$ cat config.mk
export PLATFORM = sky130hd
export DESIGN_NAME = conv_output_drain
export DESIGN_NICKNAME = d
export VERILOG_FILES = /design/src/rtl/conv_pkg.sv /design/src/rtl/conv_output_drain_sync_fifo.sv /design/src/rtl/conv_output_drain.sv
export SDC_FILE = /design/constraint.sdc
export NUM_CORES = 1
export LEC_CHECK = 0
export ABC_AREA = 1
export CAP_MARGIN = 20
export CORE_MARGIN = 2
export CORE_UTILIZATION = 56
export DETAILED_ROUTE_END_ITERATION = 8
export PLACE_DENSITY = 0.8
export SLEW_MARGIN = 15
export SYNTH_ARGS = -nofsm -noshare
export SYNTH_HDL_FRONTEND = slang
export SYNTH_SLANG_ARGS = --single-unit
$ cat constraint.sdc
create_clock -name clk -period 2.3 [get_ports clk]
set_input_delay 0.575 -clock clk [delete_from_list [all_inputs] [get_ports clk]]
set_output_delay 0.575 -clock clk [all_outputs]
set_load 0.02 [all_outputs]
$ cat src/rtl/conv_pkg.sv
// Shared types, widths and the requantization helper used by conv output and requant stages.
package conv_pkg;

  localparam int unsigned ACC_W = 32;
  localparam int unsigned IO_W  = 16;
  localparam int unsigned X_W   = 10;
  localparam int unsigned Y_W   = 10;
  localparam int unsigned CH_W  = 6;

  typedef logic [X_W-1:0]  x_t;
  typedef logic [Y_W-1:0]  y_t;
  typedef logic [CH_W-1:0] ch_t;

  typedef struct packed {
    logic signed [ACC_W:0] value;
    logic                  sat;
  } quant_t;

  // Round-half-up shift, optional ReLU, then clamp to a signed io_w-bit range.
  // acc must already be sign-extended to ACC_W+1 bits; io_w may be at most ACC_W.
  function automatic quant_t quantize(input logic signed [ACC_W:0] acc,
                                      input int unsigned           shift,
                                      input logic                  relu,
                                      input int unsigned           io_w);
    logic signed [ACC_W:0] t;
    logic signed [ACC_W:0] bias;
    logic signed [ACC_W:0] hi;
    logic signed [ACC_W:0] lo;
    quant_t                q;
    t    = acc;
    bias = '0;
    if (shift != 0) begin
      bias = (ACC_W+1)'(1) << (shift - 1);
      t    = (acc + bias) >>> shift;
    end
    if (relu && t[ACC_W]) t = '0;
    hi    = (ACC_W+1)'((64'd1 << (io_w - 1)) - 64'd1);
    lo    = ~hi;
    q.sat = 1'b0;
    if (t > hi) begin
      t     = hi;
      q.sat = 1'b1;
    end else if (t < lo) begin
      t     = lo;
      q.sat = 1'b1;
    end
    q.value = t;
    return q;
  endfunction

endpackage

$ cat src/rtl/conv_output_drain_sync_fifo.sv
// First-word-fall-through FIFO; head is valid whenever empty is low.
module sync_fifo #(
  parameter int unsigned WIDTH = 8,
  parameter int unsigned DEPTH = 4
) (
  input  logic             clk,
  input  logic             rst_n,
  input  logic             push,
  input  logic             pop,
  input  logic [WIDTH-1:0] din,
  output logic             full,
  output logic             empty,
  output logic [WIDTH-1:0] head
);

  localparam int unsigned AW = $clog2(DEPTH);

  logic [AW:0]      wr_ptr;
  logic [AW:0]      rd_ptr;
  logic [WIDTH-1:0] mem [DEPTH];

  // Extra pointer MSB separates the full and empty cases.
  assign full  = (wr_ptr[AW] != rd_ptr[AW]) && (wr_ptr[AW-1:0] == rd_ptr[AW-1:0]);
  assign empty = (wr_ptr == rd_ptr);
  assign head  = mem[rd_ptr[AW-1:0]];

  always_ff @(posedge clk or negedge rst_n) begin
    if (!rst_n) begin
      wr_ptr <= '0;
      rd_ptr <= '0;
      for (int i = 0; i < int'(DEPTH); i++) mem[i] <= '0;
    end else begin
      if (push) begin
        mem[wr_ptr[AW-1:0]] <= din;
        wr_ptr              <= wr_ptr + (AW+1)'(1);
      end
      if (pop) rd_ptr <= rd_ptr + (AW+1)'(1);
    end
  end

endmodule

$ cat src/rtl/conv_output_drain.sv
// Quantizes finished accumulations, buffers them with coordinates and drains them to the host.
module conv_output_drain
  import conv_pkg::*;
#(
  parameter int unsigned ACCUMULATION_WIDTH = ACC_W,
  parameter int unsigned IO_DATA_WIDTH      = IO_W,
  parameter int unsigned OUTPUT_SHIFT       = 0,
  parameter int unsigned RELU               = 0,
  parameter int unsigned FIFO_DEPTH         = 4,
  parameter int unsigned FEATURE_MAP_WIDTH  = 1024,
  parameter int unsigned FEATURE_MAP_HEIGHT = 1024,
  parameter int unsigned OUTPUT_NB_CHANNELS = 64,
  localparam int unsigned XB    = $clog2(FEATURE_MAP_WIDTH),
  localparam int unsigned YB    = $clog2(FEATURE_MAP_HEIGHT),
  localparam int unsigned CB    = $clog2(OUTPUT_NB_CHANNELS),
  localparam int unsigned MAP_SIZE = FEATURE_MAP_WIDTH * FEATURE_MAP_HEIGHT * OUTPUT_NB_CHANNELS,
  localparam int unsigned CNT_W = $clog2(MAP_SIZE + 1)
) (
  input  logic                          clk,
  input  logic                          arst_n_in,
  input  logic [ACCUMULATION_WIDTH-1:0] in_data,
  input  logic [XB-1:0]                 in_x,
  input  logic [YB-1:0]                 in_y,
  input  logic [CB-1:0]                 in_ch,
  input  logic                          in_valid,
  output logic                          in_ready,
  output logic [IO_DATA_WIDTH-1:0]      out_data,
  output logic [XB-1:0]                 out_x,
  output logic [YB-1:0]                 out_y,
  output logic [CB-1:0]                 out_ch,
  output logic                          out_valid,
  input  logic                          out_ready,
  output logic                          sat_flag,
  input  logic                          clear,
  output logic [CNT_W-1:0]              out_count,
  output logic                          done
);

  localparam int unsigned ENTRY_W = IO_DATA_WIDTH + XB + YB + CB;

  logic                     ready_en;
  logic                     s1_valid;
  logic [IO_DATA_WIDTH-1:0] s1_data;
  logic [XB-1:0]            s1_x;
  logic [YB-1:0]            s1_y;
  logic [CB-1:0]            s1_ch;
  logic                     fifo_full;
  logic                     fifo_empty;
  logic [ENTRY_W-1:0]       fifo_head;
  logic                     accept;
  logic                     push;
  logic                     pop;
  logic signed [ACC_W:0]    acc_ext;
  quant_t                   q_c;

  // Quantize on the input side so S1 holds the final IO-width value.
  always_comb begin
    acc_ext = (ACC_W+1)'(signed'(in_data));
    q_c     = quantize(acc_ext, OUTPUT_SHIFT, RELU != 0, IO_DATA_WIDTH);
  end

  assign in_ready  = ready_en && (!s1_valid || !fifo_full);
  assign accept    = in_valid && in_ready;
  assign pop       = out_valid && out_ready;
  // A pop frees the slot S1 writes into, so S1 can drain into a full FIFO.
  assign push      = s1_valid && (!fifo_full || pop);
  assign out_valid = !fifo_empty;
  assign {out_data, out_x, out_y, out_ch} = fifo_head;

  // in_ready stays low for the first cycle after reset release.
  always_ff @(posedge clk or negedge arst_n_in) begin
    if (!arst_n_in) ready_en <= 1'b0;
    else            ready_en <= 1'b1;
  end

  always_ff @(posedge clk or negedge arst_n_in) begin
    if (!arst_n_in) begin
      s1_valid <= 1'b0;
      s1_data  <= '0;
      s1_x     <= '0;
      s1_y     <= '0;
      s1_ch    <= '0;
    end else if (accept) begin
      s1_valid <= 1'b1;
      s1_data  <= q_c.value[IO_DATA_WIDTH-1:0];
      s1_x     <= in_x;
      s1_y     <= in_y;
      s1_ch    <= in_ch;
    end else if (push) begin
      s1_valid <= 1'b0;
    end
  end

  // Sticky saturation: a new event outranks a coincident clear.
  always_ff @(posedge clk or negedge arst_n_in) begin
    if (!arst_n_in)             sat_flag <= 1'b0;
    else if (accept && q_c.sat) sat_flag <= 1'b1;
    else if (clear)             sat_flag <= 1'b0;
  end

  // Drain counter wraps on the last output of a map and flags it with done.
  always_ff @(posedge clk or negedge arst_n_in) begin
    if (!arst_n_in) begin
      out_count <= '0;
      done      <= 1'b0;
    end else begin
      done <= 1'b0;
      if (clear) begin
        out_count <= '0;
      end else if (pop) begin
        if (out_count == CNT_W'(MAP_SIZE - 1)) begin
          out_count <= '0;
          done      <= 1'b1;
        end else begin
          out_count <= out_count + CNT_W'(1);
        end
      end
    end
  end

  sync_fifo #(
    .WIDTH (ENTRY_W),
    .DEPTH (FIFO_DEPTH)
  ) u_fifo (
    .clk   (clk),
    .rst_n (arst_n_in),
    .push  (push),
    .pop   (pop),
    .din   ({s1_data, s1_x, s1_y, s1_ch}),
    .full  (fifo_full),
    .empty (fifo_empty),
    .head  (fifo_head)
  );

endmodule

== After elaboration in Yosys (flattened, before gate mapping) ==
Cells that the tools add are included.
Storage, ports and cells
  logic and storage cells: 64
  bits in registers: 247
  input bits: 63
  output and inout bits: 73
Operators by class
  mux-type cells: 20
  bitwise gates (word level): 2
  $lt $le $gt $ge: 5
  equal/unequal tests: 4
  add/sub/neg operators: 3
  reduce and logical (&&, ||, !) cells: 15
Operators with widths (count)
  $bwmux W168: 1
  $mux W42: 3
  $bmux W42 S2: 1
  $demux W42 S2: 1
  $mux W27: 3
  $gt A32 B16 Y1 const B: 1
  $lt A32 B16 Y1 const B: 1
  $mux W16: 2
  $add A27 B1 Y27 const B: 1
  $eq A27 B26 Y1 const B: 1
  $mux W1: 9
  $logic_and A1 B1 Y1: 7
  $add A3 B1 Y3 const B: 2
  $ge A3 B3 Y1 const B: 2
  $not A2 Y3: 2
  $reduce_bool A2 Y1: 3
  $eq A3 B3 Y1: 1
  $logic_not A1 Y1: 3
  $lt A3 B1 Y1 const B: 1
  $eq A2 B2 Y1: 1
  $logic_or A1 B1 Y1: 2
  $ne A1 B1 Y1: 1

== Depth between registers and ports, before layout ==
Gate-level depths: netlist of run 1.
  depth after elaboration: 8
  mapped depth: 12
  gate-level depth less buffers: 11

== Hierarchy ==
From an unflattened synthesis of run 1, not the netlist that was laid out.
Second synthesis, totals
  cell total of the unflattened synthesis: 1440
  area total of the unflattened synthesis: 11683.7 µm²
By module, submodules not included
  sync_fifo: cells each 984, times used 1, area each 7990.2 µm², seq. area each 4354.2 µm²
  conv_output_drain: cells each 456, times used 1, area each 3693.5 µm², seq. area each 1826.8 µm²

== Worst setup path after synthesis of run 1 ==
OpenSTA, ideal clock, no wires.
  path kind: reg2out
  start point: reg u_fifo.rd_ptr[0]
  end point: out out_data[10]
  slack: 242 ps
  cell stages (with the launch flop): 6
  data arrival time: 1483 ps
  cell sequence: dfrtp_1 inv_2 clkbuf_1 buf_1 nor2_1 o22ai_1
On the way
  cells in the longest elaborated chain, start to end: 4
Ends and longest elaborated chain
  start, declared: line conv_output_drain_sync_fifo.sv:19  | logic [AW:0] rd_ptr;
  start signal, assigned: line conv_output_drain_sync_fifo.sv:37  | if (pop) rd_ptr <= rd_ptr + (AW+1)'(1);
  $not A2 Y3 (not written as such): line conv_output_drain_sync_fifo.sv:25  | assign head = mem[rd_ptr[AW-1:0]];
  $bmux W42 S2: line conv_output_drain_sync_fifo.sv:25
  $mux W42 (not written as such) (2 in a row): line conv_output_drain_sync_fifo.sv:25
  end, declared: line conv_output_drain.sv:27  | output logic [IO_DATA_WIDTH-1:0] out_data,
No other way between the ends. The select of a mux whose other input is x is not followed.

== Worst setup path after layout of run 1 ==
  start point: reg u_fifo.rd_ptr[0]
  end point: out out_data[1]
Same word-level chain as after synthesis.

==> results.md, run 1 <==
- Outcome: complete, but fails checks
- Failing checks: setup timing
- CP Class: flop to output port
- Synth Register Bits: 247
- Layout Nets: 1753
- Die Height: 149 µm
- Worst Hold Class: input port to async pin
- Cell Rows: 52
- Drt total wl: 34000 µm
- Vias in the first global route: 10800
- Crit end category: output port
- Syn. warnings: 0
- Grt total ovfl: 0
- Synth unique cells: 32
- Initial DRT Pass Iterations: 8
- Largest net degree at the start of global routing: 61
- Starting Density: 57.5%
- Worst path arrival time: 1.86 ns
- Fraction of the cycle the final worst path needs: 106%
- Die ar.: 22200 µm²
- Hold-fix buffer count after cts: 0
- Antenna Diode Count: 0
- Main synth FF type: dfrtp_1
- Most common cell in the synthesized netlist: nand2_1
- Tot Pwr: 19.9 mW
- Dpl hpwl: 21400 µm
- CTS Buf Count: 26
- Clk_lat worst skew: 0.52 ns
- Tmin final: 2.43 ns
- Fillers: 1558
- Final non-filler cell total: 1974
- Area growth, synth to finish: 27.1%
- DRC viols: 0
- Via density: 5.64
- Synth Instances: 1531
- Setup crit start kind: flop
- Commonest cells in the netlist: nand2_1 (662), dfrtp_1 (247), o21ai_0 (222)
- RSZ-0062 raised after global routing: true
- Clock sinks: 247
- Post-synth EDFFs: 0
- Gp weighted congestion: 0.910
- Wire per inst: 17.2 µm
- Die X: 149 µm
- Core area: 20400 µm²
- Final hold viol count: 0
- ANT nets after route: 0
- VDD IR-drop max: 0.922 mV
- Pins Over Slew Limit: 0
- Final hold slack: 0.00752 ns
- Setup TNS Final: -1.87 ns
- Achievable Freq: 0.411 GHz
- Worst-path clk slew: 0.06 ns
- Top cells by area, synth: dfrtp_1 (53%), nand2_1 (21%), o21ai_0 (9.5%)
- Syn_nets: 1600
- CTS Buffer Depth: 3
- Clock Root Buffer: clkbuf_16
- Share of layout cells above drive strength 1: 12.2%
- Total number of vias: 11100
- Yosys top cell area share: 52.6%
- IO Pins: 136
- Placed cells: 1915
- CP required: 1.73 ns
- Pwr/cell area: 1330 nW/µm²
- Initial antenna violation count: 0
- Worst R2R Setup Slack: 0.19 ns
- CP Max Fanout: 23
- Max-slew headroom: 63.8%
- Sequential fraction of the synthesis area: 52.6%
- Global-route wire length before repair: 54600 µm
- Area occupied by multi-input gates: 5120 µm²
- # H-tree levels: 1
- Post-synth top area cell: dfrtp_1
- IO buf count: 135
- Syn_area_per_cell: 7.67 µm²
- Ys async rst share: 100%
- GRT Overall Usage: 30.8%
- Final setup vio count: 39
- Max_cap viols: 0
- Final core occ: 73.1%
- Clock Skews: 0.00674 ns
- Initial DRC count: 834
- Sequential Area: 6180 µm²
- Post-synthesis cell area: 11700 µm²
- Leak: 7.35 nW
- TritonCTS clock tree: done
- Transition time of the tightest slew-check pin: 0.543 ns
- Min setup slack post-route: -0.130 ns
layer usage:
| metal | vias to the layer above | part of all wire [%] | global-route usage, % |
|---|---|---|---|
| met5 | - | 0 | 0 |
| met4 | 0 | 2.8 | 10.6 |
| met3 | 72 | 7.7 | 4.01 |
| met2 | 502 | 50 | 52.2 |
| li1 | 5205 | - | - |
| met1 | 5358 | 40 | 41.3 |
path summary, 6_finish.rpt:
kind / start / endpoint / cells past startpoint
worst max-delay path: u_fifo.rd_ptr[0] / out_data[1] / 5
worst max register to register: out_count[0] / out_count[22] / 10
worst min-delay path: arst_n_in / out_count[22] / 1
worst min register to register: u_fifo.mem[7] / u_fifo.mem[7] / 2
max in group asynchronous: arst_n_in / u_fifo.mem[7] / 2
min in group clk: u_fifo.mem[7] / u_fifo.mem[7] / 2
area by class of cell:
class                      instances  share of cell area, %
multi-input combinational       1153                   34.3
sequential                       247                   41.4
clock inverter                     4                  0.159
tap                              270                   2.26
inverter                          45                   1.18
timing repair buffer             211                   15.2
clock buffer                      44                   5.49
worst max-delay path: stages (launching register included):
cell	delay (ns)
dfrtp_2	0.43
buf_4	0.18
buf_16	0.17
o21ai_0	0.11
o22ai_1	0.25
buf_4	0.19
power breakdown:
group | leakage [nW] | internal [mW] | switching, mW
Combinational | 3.77 | 3.57 | 5.26
Sequential | 3.16 | 5.92 | 1.06
Clock | 0.417 | 2.41 | 1.68
sequential cells by signal (all words and copies together) (netlist names):
name,count
done,1
out_count,27
ready_en,1
s1_ch,6
s1_data,16
s1_valid,1
s1_x,10
s1_y,10
sat_flag,1
u_fifo.mem,168
u_fifo.rd_ptr,3
u_fifo.wr_ptr,3
timing repair:
item	4_1_cts	5_1_grt
resized for setup	232	74
setup buffers	3	5
endpoints found under the setup margin	44	43
pin swaps	6	9
cloned	2	2
cells in the final DEF (no fill, tap or decap), drive strengths merged:
cell type	Yosys	final
nand2	667	667
dfrtp	247	247
o21ai	224	224
nor2	146	146
buf	35	119
clkdlybuf4s50	0	90
clkbuf	51	46
inv	45	45
o22ai	42	42
nand3	27	27
nand4	11	11
xor2	10	10
ha	6	6
a21oi	5	5
nor3	4	4
clkinv	0	4
nand3b	3	3
xnor2	2	2
o31ai	2	2
and2	1	1
nor3b	1	1
o21bai	1	1
conb	1	1
through the flow:
stage,setup slack (ns),instance area [µm²]
detailed placement,-0.0477,13800
global route,-0.170,14900
finish,-0.130,14900
global placement,0.00280,13800
floorplan,0.242,11700
CTS,-0.230,14700
cells by family after synthesis:
family	after synthesis	share of synthesized area, %
xor+xnor	12	0.895
other cells	1	0.0319
fa+ha+maj	6	0.639
simple gates	860	28.6
flops	247	52.6
buf+inv	131	5.01
compound gates	274	12.2
(Power assumes the default switching activity.)
==> run 2, diff against run 1 <==
Settings changed: PLACE_DENSITY 0.8 to 0.85, SLEW_MARGIN 15 to 20.
==> run 2 against run 1 <==
Against the previous run:
- the flow finishes with violations (hold timing, setup timing)
- largest cell class unchanged
- critical endpoint is now out_y[5]
- first-iteration DRC count up 32%
- largest power group unchanged
- utilization up 2.5 points
- critical path depth unchanged
==> results.md, run 2 (synthesis gave the netlist of run 1 again) <==
- Clock Root Buffer: clkbuf_16 (unchanged)
- Max reg flops: 168 (unchanged)
- Setup crit start kind: flop (unchanged)
- Most frequent cells in the layout: nand2_1 (653), dfrtp_1 (245), o21ai_0 (164), nor2_1 (105), clkdlybuf4s50_1 (90) (was nand2_1 (657), dfrtp_1 (245), o21ai_0 (188), nor2_1 (129), clkdlybuf4s50_1 (90))
- Final setup vio count: 42 (was 39)
- Die Height: 149 µm (unchanged)
- Final hold slack: -0.0128 ns (was 0.00752 ns)
- CTS Buffer Depth: 3 (unchanged)
- CP Max Fanout: 8 (was 23)
- Final non-filler cell total: 1980 (was 1974)
- Commonest non-fill, non-tap cell in the layout: nand2_1 (unchanged)
- CP required: 1.73 ns (about the same)
- Transition time of the tightest slew-check pin: 0.602 ns (was 0.543 ns)
- Final core occ: 75.6% (was 73.1%)
- Drt total wl: 37700 µm (was 34000 µm)
- Max-slew headroom: 59.8% (was 63.8%)
- Pwr/cell area: 1400 nW/µm² (was 1330 nW/µm²)
- Layout Nets: 1760 (was 1753)
- Top reg by flops: u_fifo.mem (unchanged)
- Grt total ovfl: 0 (unchanged)
- Failing checks: hold timing, setup timing (was setup timing)
- # H-tree levels: 1 (unchanged)
- Clk_lat worst skew: 0.54 ns (was 0.52 ns)
- Starting Density: 57.5% (unchanged)
- Total number of vias: 11600 (was 11100)
- Fraction of the cycle the final worst path needs: 105% (was 106%)
- Global-route wire length before repair: 56300 µm (was 54600 µm)
- Outcome: complete, but fails checks (unchanged)
- ANT nets after route: 0 (unchanged)
- Worst-path clk slew: 0.06 ns (about the same)
- TritonCTS clock tree: done (unchanged)
- IO buf count: 135 (unchanged)
- Largest registers: u_fifo.mem: 168 flops, out_count: 27 flops, s1_data: 16 flops (unchanged)
- Largest net degree at the start of global routing: 68 (was 61)
- Die X: 149 µm (unchanged)
- Initial DRT Pass Iterations: 6 (was 8)
- Tmin final: 2.42 ns (was 2.43 ns)
- Core area: 20400 µm² (unchanged)
- Pins Over Slew Limit: 0 (unchanged)
- Placed cells: 1913 (was 1915)
- DRC viols: 0 (unchanged)
- Dpl hpwl: 21100 µm (was 21400 µm)
- Clock sinks: 247 (unchanged)
- GRT Overall Usage: 32.0% (was 30.8%)
- Tot Pwr: 21.6 mW (was 19.9 mW)
- Initial DRC count: 1104 (was 834)
- Area growth, synth to finish: 31.4% (was 27.1%)
- Share of layout cells above drive strength 1: 16.0% (was 12.2%)
- Worst path arrival time: 1.85 ns (was 1.86 ns)
- CTS Buf Count: 26 (unchanged)
- Antenna Diode Count: 0 (unchanged)
- Initial antenna violation count: 0 (unchanged)
- Achievable Freq: 0.413 GHz (was 0.411 GHz)
- Min setup slack post-route: -0.122 ns (was -0.130 ns)
- Clock Skews: 0.00803 ns (was 0.00674 ns)
- Worst Hold Class: input port to async pin (unchanged)
- CP Class: flop to output port (unchanged)
- RSZ-0062 raised after global routing: true (unchanged)
- VDD IR-drop max: 0.890 mV (was 0.922 mV)
- Hold-fix buffer count after cts: 0 (unchanged)
- Wire per inst: 19.0 µm (was 17.2 µm)
- Die ar.: 22200 µm² (unchanged)
- Crit end category: output port (unchanged)
- Setup TNS Final: -3.18 ns (was -1.87 ns)
- Max_cap viols: 0 (unchanged)
- Cell Rows: 52 (unchanged)
- Via density: 5.86 (was 5.64)
- Final hold viol count: 5 (was 0)
- Gp weighted congestion: 0.870 (was 0.910)
- IO Pins: 136 (unchanged)
- Vias in the first global route: 11100 (was 10800)
- Leak: 7.52 nW (was 7.35 nW)
-- run 2: cell count changes in the layout (fill, tap and decap cells not counted), sizes merged --
| cell | change |
|---|---|
| buf | +6 |
| bufinv | +2 |
| clkbuf | -2 |
| clkinvlp | +1 |
| inv | -1 |
-- run 2: routing by layer --
layer	routed length, µm	GRT usage (%)	part of all wire, %	vias to the layer above
li1	-	-	-	5223
met1	14400	42.9	38	5508
met2	18300	52.5	49	717
met3	3460	4.40	9.2	153
met4	1490	14.0	4.0	0
met5	0	0	0	-
-- run 2: worst paths after layout --
check                      cells after the start             start              to  slack [ns]
hold / removal                                 1         arst_n_in   out_count[21]       -0.01
setup reg to reg                              12  u_fifo.rd_ptr[0]  u_fifo.mem[55]        0.05
hold reg to reg                                2    u_fifo.mem[30]  u_fifo.mem[30]        0.48
setup / recovery                               5  u_fifo.rd_ptr[0]        out_y[5]       -0.12
min in group clk                               2    u_fifo.mem[30]  u_fifo.mem[30]        0.48
max in group asynchronous                      2         arst_n_in   u_fifo.mem[8]        1.58
-- run 2: layout make-up --
type | count | area, µm²
inverter | 45 | 181
multi-input combinational | 1153 | 5450
sequential | 247 | 6180
clock buffer | 41 | 778
tap | 270 | 338
timing repair buffer | 218 | 2430
clock inverter | 6 | 82.6
fill | 1394 | 4990
-- run 2: metrics by stage --
step	setup slack, ns	area, µm²
CTS	-0.0933	14900
finish	-0.122	15400
detailed placement	-0.0355	13800
global route	-0.164	15400
global placement	-0.0310	13800
floorplan	0.242	11700
-- run 2: timing repair --
item | CTS | global route
hold endpoints to repair | 0 | 0
pin swaps | 23 | 21
setup buffers | 6 | 6
gates cloned | 4 | 4
setup endpoints to repair | 44 | 88
resized for setup | 297 | 142
-- run 2: worst max-delay path, cell delays in order (launching register included) --
cell       delay [ns]
dfrtp_2          0.48
buf_12           0.18
clkbuf_16        0.17
o21ai_2          0.18
o22ai_2          0.11
buf_4            0.17
-- run 2: power breakdown --
| part | leakage [nW] | internal, mW | switching (mW) |
|---|---|---|---|
| logic | 3.94 | 4.21 | 5.99 |
| clock network | 0.419 | 2.54 | 1.76 |
| registers | 3.16 | 5.92 | 1.22 |
| total | 7.52 | 12.7 | 8.98 |
==> run 3, diff against run 2 <==
Settings changed: GPL_TIMING_DRIVEN set to 0.
==> run 3 against run 2 <==
Against the previous run:
- the run still ends with hold timing, setup timing left
- non-clock buffer count grew 21
- design area shrank 0.47%
- combinational power is essentially flat
- largest cell class unchanged
- largest power group unchanged
==> results.md, run 3 (synthesis gave the netlist of run 1 again) <==
- Pins Over Slew Limit: 0 (unchanged)
- VDD IR-drop max: 0.974 mV (was 0.890 mV)
- TritonCTS clock tree: done (unchanged)
- Die ar.: 22200 µm² (unchanged)
- Max reg flops: 168 (unchanged)
- Initial antenna violation count: 0 (unchanged)
- Final setup vio count: 45 (was 42)
- Commonest non-fill, non-tap cell in the layout: nand2_1 (unchanged)
- Cell Int Power: 12.5 mW (was 12.7 mW)
- Wire per inst: 19.1 µm (was 19.0 µm)
- IO buf count: 135 (unchanged)
- Most frequent cells in the layout: nand2_1 (655), dfrtp_1 (245), o21ai_0 (157), nor2_1 (104), clkdlybuf4s50_1 (90) (was nand2_1 (653), dfrtp_1 (245), o21ai_0 (164), nor2_1 (105), clkdlybuf4s50_1 (90))
- Antenna Diode Count: 0 (unchanged)
- Crit end category: output port (unchanged)
- RSZ-0062 raised after global routing: true (unchanged)
- CP Max Fanout: 7 (was 8)
- Top reg by flops: u_fifo.mem (unchanged)
- Worst Hold Class: input port to async pin (unchanged)
- Sw Share: 42.4% (was 41.5%)
- Worst-path clk slew: 0.06 ns (about the same)
- Placed cells: 1938 (was 1913)
- Failing checks: hold timing, setup timing (unchanged)
- Layout Nets: 1782 (was 1760)
- Fin area: 15400 µm² (about the same)
- CTS Buf Count: 27 (was 26)
- Global-route wire length before repair: 59300 µm (was 56300 µm)
- Share of layout cells above drive strength 1: 16.9% (was 16.0%)
- Achievable Freq: 0.398 GHz (was 0.413 GHz)
- Clock sinks: 247 (unchanged)
- CP Class: flop to output port (unchanged)
- Fillers: 1382 (was 1394)
- Setup crit start kind: flop (unchanged)
- Drt total wl: 38200 µm (was 37700 µm)
- Grt total ovfl: 0 (unchanged)
- Pwr/cell area: 1420 nW/µm² (was 1400 nW/µm²)
- Final core occ: 75.2% (was 75.6%)
- Max-slew headroom: 57.8% (was 59.8%)
- Min setup slack post-route: -0.214 ns (was -0.122 ns)
- Dpl hpwl: 22600 µm (was 21100 µm)
- Largest registers: u_fifo.mem: 168 flops, out_count: 27 flops, s1_data: 16 flops (unchanged)
- Clock Root Buffer: clkbuf_16 (unchanged)
- Starting Density: 57.5% (unchanged)
- Initial DRT Pass Iterations: 6 (unchanged)
- Sw power: 9.22 mW (was 8.98 mW)
- Area growth, synth to finish: 30.8% (was 31.4%)
- Cell Rows: 52 (unchanged)
- Largest net degree at the start of global routing: 102 (was 68)
- Vias in the first global route: 11700 (was 11100)
- Via density: 5.95 (was 5.86)
- Transition time of the tightest slew-check pin: 0.632 ns (was 0.602 ns)
- Max_cap viols: 0 (unchanged)
- GRT Overall Usage: 33.8% (was 32.0%)
- Clock share of power: 19.2% (was 19.8%)
- CTS Buffer Depth: 3 (unchanged)
- Worst path arrival time: 1.94 ns (was 1.85 ns)
- DP Area: 13500 µm² (was 13800 µm²)
- Gp weighted congestion: 0.909 (was 0.870)
- Tmin final: 2.51 ns (was 2.42 ns)
- CP required: 1.73 ns (about the same)
- Final non-filler cell total: 1998 (was 1980)
- Outcome: complete, but fails checks (unchanged)
- Final hold viol count: 5 (unchanged)
- Tot Pwr: 21.8 mW (was 21.6 mW)
- Leak: 7.49 nW (was 7.52 nW)
- Clock Skews: 0.0155 ns (was 0.00803 ns)
- IO Pins: 136 (unchanged)
- Initial DRC count: 1294 (was 1104)
- ANT nets after route: 0 (unchanged)
- # H-tree levels: 1 (unchanged)
- Die X: 149 µm (unchanged)
- Total number of vias: 11900 (was 11600)
- Power share of the combinational group: 47.6% (was 47.1%)
- Core area: 20400 µm² (unchanged)
- Clk_lat worst skew: 0.54 ns (about the same)
- Final hold slack: -0.0183 ns (was -0.0128 ns)
- Sequential Power Share: 33.2% (was 33.0%)
- DRC viols: 0 (unchanged)
- Die Height: 149 µm (unchanged)
- Fraction of the cycle the final worst path needs: 109% (was 105%)
## run 3: timing repair
action / in CTS / in global routing
hold buffers: 0 / 0
gates resized for setup: 433 / 107
setup buffers: 7 / 2
pin swaps: 40 / 14
cloned: 7 / 0
setup endpoints to repair: 44 / 46
## run 3: critical path, cell delays in order (launching register included)
cell	delay (ns)
dfrtp_2	0.47
clkinv_4	0.13
clkbuf_16	0.18
clkbuf_16	0.16
nor2_4	0.04
o22ai_2	0.25
buf_6	0.16
## run 3: final timing paths
check                      slack [ns]             start               to  depth (start not counted)
min in group clk                 0.48    u_fifo.mem[37]   u_fifo.mem[37]                          2
max reg2reg                     -0.05  u_fifo.rd_ptr[1]         s1_ch[1]                         12
max                             -0.21  u_fifo.rd_ptr[0]         out_x[9]                          6
min                             -0.02         arst_n_in    out_count[25]                          1
max in group asynchronous        1.37         arst_n_in  u_fifo.mem[102]                          2
min reg2reg                      0.48    u_fifo.mem[37]   u_fifo.mem[37]                          2
## run 3: area by class of cell
cell class / count / area (µm²) / area share [%]
clock inverter: 6 / 61.3 / 0.399
sequential: 247 / 6180 / 40.2
buffer: 86 / 651 / 4.23
clock buffer: 38 / 767 / 4.99
inverter: 45 / 179 / 1.16
timing repair buffer: 153 / 1610 / 10.5
multi-input combinational: 1153 / 5580 / 36.3
tap: 270 / 338 / 2.20
## run 3: routing by layer
| metal | vias to the layer above | global-route usage [%] | share of wire [%] | wire length, µm |
|---|---|---|---|---|
| li1 | 5277 | - | - | - |
| met1 | 5563 | 43.1 | 37 | 14000 |
| met2 | 834 | 54.7 | 47 | 18100 |
| met3 | 221 | 6.51 | 10 | 3840 |
| met4 | 0 | 18.8 | 5.9 | 2250 |
| met5 | - | 0 | 0 | 0 |
## run 3: stage by stage
step | TNS [ns] | setup slack (ns)
2_1_floorplan | 0 | 0.242
3_3_place_gp | -2418.15 | -9.69
3_5_place_dp | -30.96 | -0.816
4_1_cts | -4.90 | -0.152
5_1_grt | -8.55 | -0.243
6_report | -6.39 | -0.214
## run 3: power by group through the flow
stage | clock network (mW) | logic, mW | registers (mW)
floorplan | 0 | 4.65 | 6.63
global placement | 0 | 7.51 | 6.87
detailed placement | 0 | 7.71 | 6.91
CTS | 4.14 | 9.33 | 6.96
global route | 4.34 | 11.0 | 7.35
finish | 4.17 | 10.4 | 7.22
